**src/rtl/fetch_pkg.sv**
```systemverilog
// fetch_pkg: shared definitions for the instruction fetch/decode front end.
//   - fetch_state_t : fetch/decode control states
//   - OP_HALT_DEFAULT : opcode that parks the front end until a redirect
//   - field bit positions of the 16-bit instruction word
//   - instr_t : packed view of the instruction register
package fetch_pkg;

   typedef enum logic [2:0] {
      ST_IDLE   = 3'd0,
      ST_REQ    = 3'd1,
      ST_WAIT   = 3'd2,
      ST_HOLD   = 3'd3,
      ST_HALTED = 3'd4
   } fetch_state_t;

   localparam logic [3:0] OP_HALT_DEFAULT = 4'hF;

   // Instruction word layout: opcode | rd | rs | rt/imm
   // rt and imm5 overlap: rt = IR[5:3], imm5 = IR[4:0].
   localparam int OPC_MSB = 15;
   localparam int OPC_LSB = 12;
   localparam int RD_MSB  = 11;
   localparam int RD_LSB  = 9;
   localparam int RS_MSB  = 8;
   localparam int RS_LSB  = 6;
   localparam int RT_MSB  = 5;
   localparam int RT_LSB  = 3;
   localparam int IMM_MSB = 4;
   localparam int IMM_LSB = 0;

   typedef struct packed {
      logic [OPC_MSB-OPC_LSB:0] opcode;
      logic [RD_MSB-RD_LSB:0]   rd;
      logic [RS_MSB-RS_LSB:0]   rs;
      logic [RT_MSB-IMM_LSB:0]  rt_imm;
   } instr_t;

endpackage

```
**src/rtl/instr_fetch_decode.sv**
```systemverilog
// instr_fetch_decode: program counter, single-outstanding instruction fetch,
// instruction register and decoded-field handshake to the execute stage.
//
// Ports:
//   clk, rst_n              clock (rising edge), async active-low reset
//   imem_req/imem_addr      read request (REQ state only), word address = PC
//   imem_ready              memory accepts the request this cycle
//   imem_rvalid/imem_rdata  read return (only honoured in WAIT)
//   dec_valid/dec_ready     decoded instruction handshake
//   dec_opcode..dec_imm5    fields of the instruction register
//   dec_pc                  fetch address of the presented instruction
//   redirect_valid/_pc      branch/jump: replaces PC this cycle
//   halted                  parked after consuming an OP_HALT instruction
import fetch_pkg::*;

module instr_fetch_decode #(
   parameter logic [15:0] RESET_PC = 16'h0000,
   parameter logic [3:0]  OP_HALT  = OP_HALT_DEFAULT
) (
   input  logic        clk,
   input  logic        rst_n,
   output logic        imem_req,
   output logic [15:0] imem_addr,
   input  logic        imem_ready,
   input  logic        imem_rvalid,
   input  logic [15:0] imem_rdata,
   output logic        dec_valid,
   input  logic        dec_ready,
   output logic [3:0]  dec_opcode,
   output logic [2:0]  dec_rd,
   output logic [2:0]  dec_rs,
   output logic [2:0]  dec_rt,
   output logic [4:0]  dec_imm5,
   output logic [15:0] dec_pc,
   input  logic        redirect_valid,
   input  logic [15:0] redirect_pc,
   output logic        halted
);

   fetch_state_t state_reg, state_next;
   logic         drop_reg, drop_next;
   logic [15:0]  pc_reg;
   logic [15:0]  fetch_pc_reg;
   logic [15:0]  ir_reg;
   logic [15:0]  dec_pc_reg;

   instr_t       ir_fields;
   logic         accept;
   logic         handshake;
   logic         capture;

   assign ir_fields = instr_t'(ir_reg);
   assign accept    = (state_reg == ST_REQ) && imem_ready;
   assign handshake = (state_reg == ST_HOLD) && dec_ready;
   // A redirect in the same cycle as the return also kills the data.
   assign capture   = (state_reg == ST_WAIT) && imem_rvalid &&
                      !drop_reg && !redirect_valid;

   // State register
   always_ff @(posedge clk or negedge rst_n) begin
      if (!rst_n) begin
         state_reg <= ST_IDLE;
         drop_reg  <= 1'b0;
      end else begin
         state_reg <= state_next;
         drop_reg  <= drop_next;
      end
   end

   // Next-state logic; redirect has priority in every state
   always_comb begin
      state_next = state_reg;
      drop_next  = drop_reg;
      case (state_reg)
         ST_IDLE: begin
            state_next = ST_REQ;
         end
         ST_REQ: begin
            if (accept) begin
               state_next = ST_WAIT;
               // The read just issued targets the pre-redirect PC.
               drop_next  = redirect_valid;
            end
         end
         ST_WAIT: begin
            if (imem_rvalid) begin
               drop_next = 1'b0;
               if (drop_reg || redirect_valid) begin
                  state_next = ST_REQ;
               end else begin
                  state_next = ST_HOLD;
               end
            end else if (redirect_valid) begin
               drop_next = 1'b1;
            end
         end
         ST_HOLD: begin
            if (redirect_valid) begin
               state_next = ST_REQ;
            end else if (handshake) begin
               state_next = (ir_fields.opcode == OP_HALT) ? ST_HALTED : ST_REQ;
            end
         end
         ST_HALTED: begin
            if (redirect_valid) begin
               state_next = ST_REQ;
            end
         end
         default: begin
            state_next = ST_IDLE;
            drop_next  = 1'b0;
         end
      endcase
   end

   // Outputs decoded from the state register only
   always_comb begin
      imem_req  = 1'b0;
      dec_valid = 1'b0;
      halted    = 1'b0;
      case (state_reg)
         ST_REQ:    imem_req  = 1'b1;
         ST_HOLD:   dec_valid = 1'b1;
         ST_HALTED: halted    = 1'b1;
         default: ;
      endcase
   end

   // PC, fetch address and instruction register
   always_ff @(posedge clk or negedge rst_n) begin
      if (!rst_n) begin
         pc_reg       <= RESET_PC;
         fetch_pc_reg <= 16'h0000;
         ir_reg       <= 16'h0000;
         dec_pc_reg   <= 16'h0000;
      end else begin
         if (redirect_valid) begin
            pc_reg <= redirect_pc;
         end else if (accept) begin
            pc_reg <= pc_reg + 16'd1;
         end
         if (accept) begin
            fetch_pc_reg <= pc_reg;
         end
         if (capture) begin
            ir_reg     <= imem_rdata;
            dec_pc_reg <= fetch_pc_reg;
         end
      end
   end

   assign imem_addr  = pc_reg;
   assign dec_opcode = ir_fields.opcode;
   assign dec_rd     = ir_fields.rd;
   assign dec_rs     = ir_fields.rs;
   assign dec_rt     = ir_fields.rt_imm[RT_MSB-IMM_LSB:RT_LSB-IMM_LSB];
   assign dec_imm5   = ir_fields.rt_imm[IMM_MSB-IMM_LSB:0];
   assign dec_pc     = dec_pc_reg;

endmodule

```
**config.mk**
```make
export PLATFORM = sky130hd
export DESIGN_NAME = instr_fetch_decode
export DESIGN_NICKNAME = d
export VERILOG_FILES = /design/src/rtl/fetch_pkg.sv /design/src/rtl/instr_fetch_decode.sv
export SDC_FILE = /design/constraint.sdc
export NUM_CORES = 1
export LEC_CHECK = 0
export CORE_AREA = 5 5 94 96
export DETAILED_ROUTE_END_ITERATION = 10
export DIE_AREA = 0 0 99 101
export PLACE_DENSITY = 0.67
export SETUP_SLACK_MARGIN = 0.5
export SYNTH_ARGS = -nofsm -noshare
export SYNTH_HDL_FRONTEND = slang
export SYNTH_SLANG_ARGS = --single-unit
```
**constraint.sdc**
```tcl
create_clock -name clk -period 2.06 [get_ports clk]
set_clock_uncertainty 0.05 [all_clocks]
set_input_delay 0.412 -clock clk [delete_from_list [all_inputs] [get_ports clk]]
set_output_delay 0.412 -clock clk [all_outputs]
set_load 0.1 [all_outputs]
```
==> impl_metrics.env <==
export IMPL_dpl_worst_slack_ns=-0.100
export IMPL_grtUsageTotal_pct=14.7
export IMPL_synth_area_mm2=0.00297
export IMPL_die_x_um=99
export IMPL_p_comb_share_pct=57.2
export IMPL_clockBufferDepth=2
export IMPL_route_detailed_drc=0
export IMPL_multi_input_area_mm2=0.00133
export IMPL_start_kind="flip-flop"
export IMPL_syn_avg_cell_area_um2=12.5
export IMPL_dieArea_mm2=0.0100
export IMPL_synth_edf_count=0
export IMPL_hpwl_um=5000
export IMPL_root_buffer="clkbuf_8"
export IMPL_setup_tns_ns=0
export IMPL_period_needed_ns=1.81
export IMPL_synth_top_cell_by_area="dfrtp_1"
export IMPL_switching_share_pct=49.8
export IMPL_switchingPower_w=0.00392
export IMPL_cp_required_ns=1.60
export IMPL_area_growth_pct=62.0
export IMPL_die_y_um=101
export IMPL_seqCellArea_mm2=0.00175
export IMPL_ys_ff_latch=68
export IMPL_power_internal_w=0.00396
export IMPL_drt_iter0_drc=107
export IMPL_ctsHtreeMaxLevel=3
export IMPL_timing_final_ws_setup_ns=0.247
export IMPL_ys_seq_area_share_pct=57.4
export IMPL_hold_viol=0
export IMPL_outcome="complete, no violations"
export IMPL_path_max_fanout=5
export IMPL_via_count=2378
export IMPL_power_w=0.00788
export IMPL_final_cell_mix="buf_4 (58), dfrtp_1 (50), clkdlybuf4s50_1 (35), mux2_2 (33)"
export IMPL_synth_ff_type="dfrtp_1"
export IMPL_overflow=0
export IMPL_antennaDiodeCount=0
export IMPL_yosys_warnings=0
export IMPL_clkPwrFrac_pct=15.5
export IMPL_synth_nets=277
export IMPL_initial_core_util_pct=37.2
export IMPL_powerDensity_mw_per_mm2=1640
export IMPL_firstDrtPassIters=4
export IMPL_end_kind="output port"
export IMPL_ios=91
export IMPL_tightest_slew_ns=0.478
export IMPL_grt_pass1_vias=2362
export IMPL_nFillCells=652
export IMPL_grt_max_degree=39
export IMPL_layout_commonest_cell="buf_4"
export IMPL_ir_worst_vdd_mv=1.03
export IMPL_grt_pass1_wl_um=11500
export IMPL_cts_sinks=68
export IMPL_max_clock_freq_ghz=0.551
export IMPL_final_util_pct=60.3
export IMPL_wirelength_um=7610
export IMPL_pwr_share_seq_pct=27.4
export IMPL_hold_class="reg -> reg"
export IMPL_cts_tree="built"
export IMPL_post_route_period_util_pct=88.0
export IMPL_wire_per_inst_um=16.1
export IMPL_slew_headroom_pct=68.1
export IMPL_async_flop_share_pct=100
export IMPL_synth_cells=238
export IMPL_setup_viol=0
export IMPL_crit_type="reg -> out"
export IMPL_clkTransAtPathRegs_ns=0.08
export IMPL_layout_nets=403
export IMPL_vias_per_cell=5.02
export IMPL_clk_insertion_delay_late_ns=0.35
export IMPL_final_max_slew_viol_count=0
export IMPL_num_rows=33
export IMPL_synthTopCellsByArea="dfrtp_1 (57%), mux2_2 (19%), o21ai_0 (2.5%)"
export IMPL_ys_types=38
export IMPL_worst_hold_slack_ns=0.458
export IMPL_critPathArrivalTime_ns=1.35
export IMPL_maxCapViolCount=0
export IMPL_synth_top_area_share_pct=57.4
export IMPL_core_area_mm2=0.00797
export IMPL_globalplace_congestion=0.820
export IMPL_cts_buffers=9
export IMPL_drtAntennaViolNets=0
export IMPL_antenna_found_initial=0
export IMPL_rsz0062_at_grt="true"
export IMPL_p_leak_nw=2.20
export IMPL_numPortBuffers=90
export IMPL_drive_gt1_share_pct=51.8
-- cells in the mapped netlist, types with 2 or more instances --
cell       n
and2_1     2
nand4_1    4
dfrtp_1   68
buf_2      5
nor3_1     3
and4_1     3
nand3_1    7
o311ai_0   2
mux2_2    49
xor2_1     6
clkbuf_1   4
inv_1      3
nand2b_1   2
xnor2_1    2
o21ai_0   15
a21oi_1    2
a31oi_1    7
buf_4      3
nor3b_1    2
nor2_1    12
or3_1      4
nand2_1   16
and3_1     2
-- worst paths after layout --
check	slack (ns)	end	start	cells after the start
worst min register to register	0.46	dec_pc[5]$_DFFE_PN0P_	dec_pc[5]$_DFFE_PN0P_	1
worst max-delay path	0.25	dec_valid	state_reg[0]$_DFFE_PN0P_	3
worst max register to register	0.25	dec_pc[12]$_DFFE_PN0P_	state_reg[0]$_DFFE_PN0P_	7
min in group asynchronous	0.52	dec_pc[3]$_DFFE_PN0P_	rst_n	2
worst min-delay path	0.46	dec_pc[5]$_DFFE_PN0P_	dec_pc[5]$_DFFE_PN0P_	1
max in group asynchronous	0.79	imem_addr[11]$_DFFE_PN0P_	rst_n	3
-- cell families (layout without fill, tap and decap cells) --
logic type | Yosys count | count (layout) | synth area share (%)
DFF | 68 | 68 | 57.4
and+or+nand+nor | 64 | 64 | 12.0
muxes | 50 | 50 | 18.9
AOI/OAI and AO/OA | 31 | 31 | 6.33
buffers and inverters | 16 | 147 | 2.61
xor gates and xnor gates | 8 | 8 | 2.36
adders and majority gates | 1 | 1 | 0.422
-- critical path, stage by stage (launching register included) --
cell and delay (ns):
dfrtp_2 0.46, inv_4 0.07, nor3b_4 0.26, buf_12 0.21
-- power groups by stage --
stage | sequential (W) | combinational [W] | clock (W)
floorplan | 0.00419 | 0.00106 | 0
global placement | 0.00215 | 0.00402 | 0
detailed placement | 0.00217 | 0.00405 | 0
CTS | 0.00214 | 0.00415 | 0.00124
global route | 0.00222 | 0.00466 | 0.00130
finish | 0.00216 | 0.00450 | 0.00122
-- layout make-up --
cell class	instances	area share, %
clock buffer	9	2.58
clock inverter	7	2.06
inverter	4	0.364
multi-input combinational	154	27.7
sequential	68	36.5
tap	105	2.73
timing repair buffer	127	28.1
-- layer usage --
metal  up-vias  global-route usage (%)  share of wire [%]
met4         0                    7.56                1.3
met2        55                    24.0                 51
li1       1112                       -                  -
met1      1202                    17.9                 43
met5         -                       0                  0
met3         9                    4.01                4.8
-- metrics by stage --
| step | instance area, um^2 | cells |
|---|---|---|
| 3_5_place_dp | 4130 | 432 |
| 6_report | 4810 | 474 |
| 5_1_grt | 4810 | 474 |
| 3_3_place_gp | 4130 | 432 |
| 2_1_floorplan | 3070 | 238 |
| 4_1_cts | 4480 | 459 |
-- timing repair --
item                                    4_1_cts  5_1_grt
gates cloned                                  1        5
pin swaps                                     2       13
hold buffers                                  1        0
buffers inserted                              9       10
hold endpoints to repair                     36        0
endpoints found under the setup margin       73       72
resized for setup                            14       46
(Power assumes the default switching activity.)
